<file path="src/rtl/vx_tex_sat_arb.sv">
// Round-robin arbiter that feeds one shared saturation stage.
// Signed IN_W inputs are clamped to unsigned OUT_W, and overflow/underflow events are counted.
module vx_tex_sat_arb #(
  parameter int NUM_REQS = 4,
  parameter int IN_W     = 24,
  parameter int OUT_W    = 8,
  parameter int TAG_W    = 4,
  parameter int IDX_W    = $clog2(NUM_REQS)
) (
  input  logic                      clk,
  input  logic                      reset,
  input  logic [NUM_REQS-1:0]       req_valid,
  input  logic [NUM_REQS*IN_W-1:0]  req_data,
  input  logic [NUM_REQS*TAG_W-1:0] req_tag,
  output logic [NUM_REQS-1:0]       req_ready,
  output logic                      out_valid,
  output logic [OUT_W-1:0]          out_data,
  output logic [TAG_W-1:0]          out_tag,
  output logic [IDX_W-1:0]          out_idx,
  input  logic                      out_ready,
  input  logic                      clr_cnt,
  output logic [15:0]               ovf_cnt,
  output logic [15:0]               unf_cnt
);

  if ((OUT_W + 1) >= IN_W) begin : g_bad_widths
    $error("vx_tex_sat_arb: OUT_W+1 must be smaller than IN_W");
  end
  if ((NUM_REQS < 2) || (NUM_REQS > 8)) begin : g_bad_reqs
    $error("vx_tex_sat_arb: NUM_REQS must be within 2..8");
  end

  logic [IN_W-1:0]     data_arr [NUM_REQS];
  logic [TAG_W-1:0]    tag_arr  [NUM_REQS];

  for (genvar i = 0; i < NUM_REQS; i++) begin : g_unpack
    assign data_arr[i] = req_data[i*IN_W +: IN_W];
    assign tag_arr[i]  = req_tag[i*TAG_W +: TAG_W];
  end

  logic [IDX_W-1:0]    ptr;
  logic [IDX_W-1:0]    ptr_next;
  logic [IDX_W-1:0]    gnt_idx;
  logic [IDX_W-1:0]    cand_idx;
  logic [NUM_REQS-1:0] grant;
  logic                found;
  int                  cand;
  logic                free;
  logic                accept;

  // Scan starts at the pointer and wraps, so the first valid hit is the grant.
  always_comb begin
    grant    = '0;
    gnt_idx  = '0;
    cand_idx = '0;
    cand     = 0;
    found    = 1'b0;
    for (int k = 0; k < NUM_REQS; k++) begin
      cand     = (int'(ptr) + k) % NUM_REQS;
      cand_idx = IDX_W'(cand);
      if (!found && req_valid[cand_idx]) begin
        found   = 1'b1;
        gnt_idx = cand_idx;
      end
    end
    if (found) begin
      grant[gnt_idx] = 1'b1;
    end
  end

  assign free      = ~out_valid | out_ready;
  assign req_ready = (reset || !free) ? '0 : grant;
  assign accept    = |req_ready;
  assign ptr_next  = (gnt_idx == IDX_W'(NUM_REQS - 1)) ? '0 : gnt_idx + IDX_W'(1);

  logic [IN_W-1:0]  sel_data;
  logic [TAG_W-1:0] sel_tag;
  logic             is_unf;
  logic             is_ovf;
  logic [OUT_W-1:0] sat_data;

  assign sel_data = data_arr[gnt_idx];
  assign sel_tag  = tag_arr[gnt_idx];
  assign is_unf   = sel_data[IN_W-1];
  assign is_ovf   = ~sel_data[IN_W-1] & (|sel_data[IN_W-2:OUT_W]);

  always_comb begin
    sat_data = sel_data[OUT_W-1:0];
    if (is_unf) begin
      sat_data = '0;
    end else if (is_ovf) begin
      sat_data = '1;
    end
  end

  // Payload is only loaded on accept; a free cycle without accept just drops out_valid.
  always_ff @(posedge clk) begin
    if (reset) begin
      out_valid <= 1'b0;
      out_data  <= '0;
      out_tag   <= '0;
      out_idx   <= '0;
      ptr       <= '0;
    end else if (free) begin
      out_valid <= accept;
      if (accept) begin
        out_data <= sat_data;
        out_tag  <= sel_tag;
        out_idx  <= gnt_idx;
        ptr      <= ptr_next;
      end
    end
  end

  always_ff @(posedge clk) begin
    if (reset || clr_cnt) begin
      ovf_cnt <= '0;
      unf_cnt <= '0;
    end else if (accept) begin
      if (is_ovf && (ovf_cnt != 16'hFFFF)) begin
        ovf_cnt <= ovf_cnt + 16'd1;
      end
      if (is_unf && (unf_cnt != 16'hFFFF)) begin
        unf_cnt <= unf_cnt + 16'd1;
      end
    end
  end

endmodule

</file>
<file path="config.mk">
export PLATFORM = sky130hd
export DESIGN_NAME = vx_tex_sat_arb
export DESIGN_NICKNAME = d
export VERILOG_FILES = /design/src/rtl/vx_tex_sat_arb.sv
export SDC_FILE = /design/constraint.sdc
export NUM_CORES = 1
export LEC_CHECK = 0
export ABC_AREA = 1
export CORE_MARGIN = 3
export CORE_UTILIZATION = 46
export DETAILED_ROUTE_END_ITERATION = 8
export HOLD_SLACK_MARGIN = 0.15
export PLACE_DENSITY = 0.86
export SLEW_MARGIN = 25
export SYNTH_ARGS = -nofsm -noshare
export SYNTH_HDL_FRONTEND = slang
export SYNTH_SLANG_ARGS = --single-unit
</file>
<file path="constraint.sdc">
create_clock -name clk -period 5.2 [get_ports clk]
set_clock_uncertainty 0.2 [all_clocks]
set_input_delay 0.78 -clock clk [delete_from_list [all_inputs] [get_ports clk]]
set_output_delay 0.78 -clock clk [all_outputs]
set_load 0.05 [all_outputs]
</file>
==> reports/qor.yml, run 1 <==
hold_violations: 0
ant_nets: 0
core.rowCount: 32
tightest_slew_ps: 562
start_util_pct: 48.2
vias: 4355
core_mm2: 0.00785
maxCapViolations: 0
h-tree-depth: 2
numCtsBuffers: 5
period_share_pct: 91.1
path_class: "in -> out"
fp.dieH_um: 96.7
finalPower_mw: 2.52
slew_viol_final: 0
switching_share_pct: 56.0
port_buffers: 170
p_leak_nw: 2.10
synthFlopType: "dfxtp_1"
post-cts-setup-buffers: 0
dpl-instance-area_mm2: 0.00547
cts_hold_buffers: 0
dieWidth_um: 96.7
insertion_delay_ps: 310
num_antenna_cells: 0
synth_cells: 563
power_switching_mw: 1.41
peakVddDrop_uv: 331
synth.most_common_cell: "nand2_1"
grt_max_degree: 27
synth.distinct_cells: 36
startpoint_type: "primary input"
cts_tree: "yes"
required_ps: 4220
grt_pass1_vias: 4218
wire_per_inst_um: 15.1
syn_area_per_cell_um2: 6.72
async_reset_ff_share_pct: 0
pin_count: 171
path_clk_slew_ps: 90
rsz0062_at_grt: "no"
outcome: "completed"
viasPerCell: 5.29
drtIter0Drc: 147
areaGrowthSynthToFinish_pct: 47.8
finalSetupTns_ps: 0
nFillCells: 650
antenna_found_initial: 0
timing.fmax_mhz: 211
synth_enable_flop_cells: 0
synth_common_cells: "158 x nand2_1, 49 x dfxtp_1, 44 x nor2_1"
drive_gt1_share_pct: 12.6
max-clock-path-buffers: 2
gr-total-overflow: 0
min_path_type: "reg -> reg"
cts_root_buf: "clkbuf_8"
wl_um: 12400
clkPwrFrac_pct: 11.5
slew_headroom_pct: 62.2
synth_largest_area_cell: "dfxtp_1"
post-route-min-period_ps: 4740
ys_ff_latch: 49
yosys_warnings: 0
seq_area_frac_synth_pct: 25.9
power-per-cell-area_mw_per_mm2: 452
cts_sinks: 49
firstDrtPassIters: 4
synth_area_leaders: "dfxtp_1 26%, nand2_1 16%, nand3_1 5.4%, nand3_2 4.8%, a21oi_2 4.6%"
nets: 847
synth_top_area_share_pct: 25.9
intPower_mw: 1.11
p_comb_share_pct: 70.1
hpwl_um: 9720
grtUsageTotal_pct: 25.4
syn-num-nets: 689
drc: 0
cp-end-kind: "output pin"
stdcell_area_mm2: 0.00559
p_seq_share_pct: 18.4
grt_pass1_wl_um: 20200
dieArea_mm2: 0.00935
syn_area_mm2: 0.00378
gp_congestion: 0.892
cts_resized: 0
setup_viol: 0
path_max_fanout: 18
arrival_ps: 3760
==> through the flow <==
stage	hold slack, ps	setup WS [ps]	instances	utilization [%]
floorplan	328	1740	563	-
global placement	258	610	816	69.7
detailed placement	257	473	816	69.7
CTS	274	466	824	71.2
global route	306	213	824	71.2
finish	274	464	824	71.2
==> cell usage in the layout, fill, tap and decap left out <==
cell,count
clkdlybuf4s50_1,168
nand2_1,158
dfxtp_1,49
nor2_1,44
nand3_1,41
inv_1,39
a21oi_1,24
o21ai_0,22
a21oi_2,20
nand3_2,18
nand2_2,16
nor3_1,13
xnor2_1,13
nor4_1,12
o21ai_1,12
xor2_1,12
nand4_1,11
inv_2,6
ha_1,6
clkbuf_8,6
nand2_4,5
nand3b_1,3
nor2_2,3
o211ai_1,3
inv_4,2
o21ai_2,2
or2_2,2
buf_12,2
buf_4,2
nor2_4,1
nand3_4,1
nor2_8,1
clkinv_1,1
nand2_8,1
inv_6,1
clkinvlp_4,1
bufinv_16,1
==> final cells by class <==
cell class	instances	area, um^2	share of cell area [%]
sequential	49	981	17.5
multi-input combinational	444	2430	43.5
clock buffer	6	82.6	1.48
tap	102	128	2.28
inverter	49	194	3.47
clock inverter	2	37.5	0.671
timing repair buffer	172	1740	31.1
==> cells by family (layout without fill, tap and decap cells) <==
| group | Yosys count | count (layout) | share of synthesized area [%] |
|---|---|---|---|
| AOI/OAI and AO/OA | 83 | 83 | 13.4 |
| xor gates and xnor gates | 25 | 25 | 5.79 |
| adders and majority gates | 6 | 6 | 1.98 |
| buffers and inverters | 70 | 229 | 9.82 |
| DFF | 49 | 49 | 25.9 |
| and+or+nand+nor | 330 | 330 | 43.1 |
==> worst max-delay path, stage by stage <==
cell and delay, ps:
clkdlybuf4s50_1 430, inv_1 100, nand2_2 60, nand3_1 130, nand2_2 90, nor2_4 160
nand3_2 240, nand3_2 400, ha_1 210, inv_1 40, nor2_1 170, nand2_1 80
inv_1 60, clkdlybuf4s50_1 800
==> power groups by stage <==
stage                     combinational [mW]  clock (mW)  sequential, mW
final                                   1.77       0.291           0.464
after floorplan                         1.34           0           0.589
after CTS                               1.75       0.299           0.463
after global routing                    1.94       0.313           0.469
after detailed placement                1.75           0           0.470
after global placement                  1.70           0           0.469
==> state kept, by name (all words and copies together) (netlist names) <==
register and flops:
out_idx 2, ptr 2, unf_cnt 16, out_tag 4, out_data 8, out_valid 1
ovf_cnt 16
==> worst paths after layout <==
check               startpoint      endpoint  slack [ps]  depth (start not counted)
setup / recovery  req_valid[1]  req_ready[2]         460                         14
hold reg to reg    out_data[6]   out_data[6]         270                          2
hold / removal     out_data[6]   out_data[6]         270                          2
setup reg to reg        ptr[0]    ovf_cnt[1]         930                         20
==> routing by layer <==
metal | track usage (%) | up-vias | part of all wire [%]
met3 | 4.69 | 14 | 6.0
li1 | - | 2160 | -
met5 | 0 | - | 0
met2 | 43.4 | 156 | 50
met4 | 4.32 | 0 | 0.96
met1 | 33.7 | 2025 | 43
Power figures use the tool's default switching activity.
==> run 2, diff against run 1 <==
--- a/config.mk
+++ b/config.mk
@@ -11,7 +11,7 @@
 export DETAILED_ROUTE_END_ITERATION = 8
 export HOLD_SLACK_MARGIN = 0.15
 export PLACE_DENSITY = 0.86
-export SLEW_MARGIN = 25
+export SLEW_MARGIN = 20
 export SYNTH_ARGS = -nofsm -noshare
 export SYNTH_HDL_FRONTEND = slang
 export SYNTH_SLANG_ARGS = --single-unit
==> results of run 2 <==
Final layout, timing and power as in run 1 (identical DEF).
==> run 3, diff against run 2 <==
--- a/config.mk
+++ b/config.mk
@@ -7,10 +7,10 @@
 export LEC_CHECK = 0
 export ABC_AREA = 1
 export CORE_MARGIN = 3
-export CORE_UTILIZATION = 46
+export CORE_UTILIZATION = 43
 export DETAILED_ROUTE_END_ITERATION = 8
 export HOLD_SLACK_MARGIN = 0.15
-export PLACE_DENSITY = 0.86
+export PLACE_DENSITY = 0.81
 export SLEW_MARGIN = 20
 export SYNTH_ARGS = -nofsm -noshare
 export SYNTH_HDL_FRONTEND = slang
==> constraint.sdc (replaced) <==
create_clock -name clk -period 4.7 [get_ports clk]
set_clock_uncertainty 0.2 [all_clocks]
set_input_delay 0.705 -clock clk [delete_from_list [all_inputs] [get_ports clk]]
set_output_delay 0.705 -clock clk [all_outputs]
set_load 0.05 [all_outputs]
==> run 3 against run 2 <==
Net effect:
- critical path depth increased by 7
- utilization fell by 4.7 points
- final cell count rose by 0.24%
- via count down 1.4%
- count of clock-buffer cells in the layout is the same
- combinational power grew 9.6%
- first-iteration DRC count rose by 44%
- sequential share of layout area about the same
- largest power group unchanged
- sequential power grew 10%
==> reports/qor.yml, run 3 (same netlist as run 1, synthesis figures left out) <==
outcome: "completed"  # unchanged
grt_pass1_wl_um: 19500  # was 20200 um
drive_gt1_share_pct: 12.6  # about the same
nFillCells: 760  # was 650
finalPower_mw: 2.70  # was 2.52 mW
h-tree-depth: 2  # unchanged
switching_share_pct: 56.4  # was 56.0%
path_clk_slew_ps: 90  # about the same
cp.depth: 21  # was 14
grt_pass1_vias: 4145  # was 4218
grtUsageTotal_pct: 23.9  # was 25.4%
gp_congestion: 0.895  # was 0.892
core_mm2: 0.00838  # was 0.00785 mm^2
max-clock-path-buffers: 2  # unchanged
wire_per_inst_um: 14.7  # was 15.1 um
cts_hold_buffers: 0  # unchanged
vias: 4294  # was 4355
tightest_slew_ps: 564  # was 562 ps
dieArea_mm2: 0.00996  # was 0.00935 mm^2
nets: 847  # unchanged
finalSetupTns_ps: 0  # unchanged
clkPwrFrac_pct: 8.9  # was 11.5%
fp.dieH_um: 99.8  # was 96.7 um
p_seq_share_pct: 19.0  # was 18.4%
timing.fmax_mhz: 247
hpwl_um: 9740  # was 9720 um
drc: 0  # unchanged
largestRegisters: "ovf_cnt: 16 flops, unf_cnt: 16 flops, out_data: 8 flops"  # unchanged
power-per-cell-area_mw_per_mm2: 484  # was 452 mW/mm^2
viasPerCell: 5.20  # was 5.29
cts_sinks: 49  # unchanged
dieWidth_um: 99.8  # was 96.7 um
slew_headroom_pct: 62.3  # was 62.2%
reg2reg_depth: 20  # unchanged
grt_max_degree: 30  # was 27
dpl-instance-area_mm2: 0.00549  # was 0.00547 mm^2
stdcell_area_mm2: 0.00558  # was 0.00559 mm^2
crit_top_cell: "nand2_1"  # was inv_1
cp-end-kind: "flop"  # was output pin
cpPeakStageDelay_ps: 480  # was 800 ps
p_leak_nw: 2.10  # about the same
core.rowCount: 33  # was 32
arrival_ps: 4050  # was 3760 ps
numCtsBuffers: 5  # unchanged
pin_count: 171  # unchanged
p_comb_share_pct: 72.1  # was 70.1%
path_class: "in -> reg"  # was in -> out
firstDrtPassIters: 5  # was 4
antenna_found_initial: 0  # unchanged
cts_resized: 0  # unchanged
hold_violations: 0  # unchanged
rsz0062_at_grt: "no"  # unchanged
ant_nets: 0  # unchanged
start_util_pct: 45.1  # was 48.2%
final_common_cell: "clkdlybuf4s50_1"  # unchanged
cts_root_buf: "clkbuf_8"  # unchanged
final_cell_mix: "166 x clkdlybuf4s50_1, 158 x nand2_1, 49 x dfxtp_1"  # was 168 x clkdlybuf4s50_1, 158 x nand2_1, 49 x dfxtp_1
peakVddDrop_uv: 278  # was 331 uV
gr-total-overflow: 0  # unchanged
cp_cell_sequence: "clkdlybuf4s50_1, inv_1, nand2_1, nand3_1, nand2_1, inv_1, nand3_2, nand3_2, inv_4, ha_1, inv_1, nor2_1, o21ai_2, nand2_2, inv_4, nor2_2, nand3_2, nor2_1, nand2_1, nand2_1, nor2_1"  # was clkdlybuf4s50_1, inv_1, nand2_2, nand3_1, nand2_2, nor2_4, nand3_2, nand3_2, ha_1, inv_1, nor2_1, nand2_1, inv_1, clkdlybuf4s50_1
maxCapViolations: 0  # unchanged
min_path_type: "reg -> reg"  # unchanged
num_antenna_cells: 0  # unchanged
required_ps: 4700  # was 4220 ps
post-route-min-period_ps: 4050
post-cts-setup-buffers: 0  # unchanged
drtIter0Drc: 212  # was 147
startpoint_type: "primary input"  # unchanged
path_max_fanout: 26  # was 18
cts_tree: "yes"  # unchanged
worstHoldPathCells: 2  # unchanged
slowest_stage: "clkdlybuf4s50_1"  # unchanged
insertion_delay_ps: 300  # was 310 ps
critical_path.top_delay_family: "simple AND/OR/NAND/NOR gates"  # was buffers and inverters
intPower_mw: 1.17  # was 1.11 mW
power_switching_mw: 1.52  # was 1.41 mW
period_share_pct: 86.2
wl_um: 12200  # was 12400 um
setup_viol: 0  # unchanged
slew_viol_final: 0  # unchanged
critPathBufInv: 6  # was 5
port_buffers: 170  # unchanged
areaGrowthSynthToFinish_pct: 47.4  # was 47.8%
==> run 3: layer usage <==
layer / track usage [%] / share of wire, % / vias up
met4: 5.57 / 1.5 / 0
met2: 38.7 / 48 / 152
met1: 32.5 / 44 / 1967
met5: 0 / 0 / -
met3: 5.28 / 6.7 / 20
li1: - / - / 2155
==> run 3: worst register-to-register path: stages (launching register included) <==
cell	delay, ps
dfxtp_1	590
inv_2	170
nand2_1	130
nand3_1	110
nand2_1	100
inv_1	80
nand3_2	220
nand3_2	200
inv_4	250
ha_1	190
inv_1	40
nor2_1	180
o21ai_2	80
nand2_2	200
inv_4	140
nor2_2	150
nand3_2	270
nor2_1	300
nand2_1	90
nand2_1	80
nor2_1	50
==> run 3: cell type report <==
class | instances | area, um^2 | share of cell area, %
Clock buffer | 6 | 72.6 | 1.30
Clock inverter | 1 | 8.76 | 0.157
Inverter | 49 | 194 | 3.48
Multi-Input combinational cell | 444 | 2430 | 43.6
Sequential cell | 49 | 981 | 17.6
Tap cell | 105 | 131 | 2.36
Timing Repair Buffer | 172 | 1760 | 31.5
==> run 3: path summary, 6_finish.rpt <==
path / slack, ps / endpoint / start
setup / recovery: 650 / ovf_cnt[0] / req_valid[2]
hold / removal: 280 / out_data[7] / out_data[7]
setup reg to reg: 810 / ovf_cnt[0] / ptr[0]
hold reg to reg: 280 / out_data[7] / out_data[7]
==> run 3: metrics by stage <==
| step | utilization, % | worst slack [ps] | instances | hold slack (ps) |
|---|---|---|---|---|
| after floorplan | - | 1390 | 563 | 328 |
| after global placement | 65.5 | 580 | 819 | 256 |
| after detailed placement | 65.5 | 394 | 819 | 261 |
| after CTS | 66.5 | 715 | 826 | 277 |
| after global routing | 66.5 | 272 | 826 | 301 |
| final | 66.5 | 649 | 826 | 275 |
==> run 3: power groups by stage <==
stage	sequential, mW	combinational [mW]	clock [mW]
6_report	0.512	1.94	0.239
5_1_grt	0.518	2.15	0.262
4_1_cts	0.512	1.94	0.246
3_5_place_dp	0.520	1.94	0
3_3_place_gp	0.521	1.89	0
2_1_floorplan	0.652	1.48	0
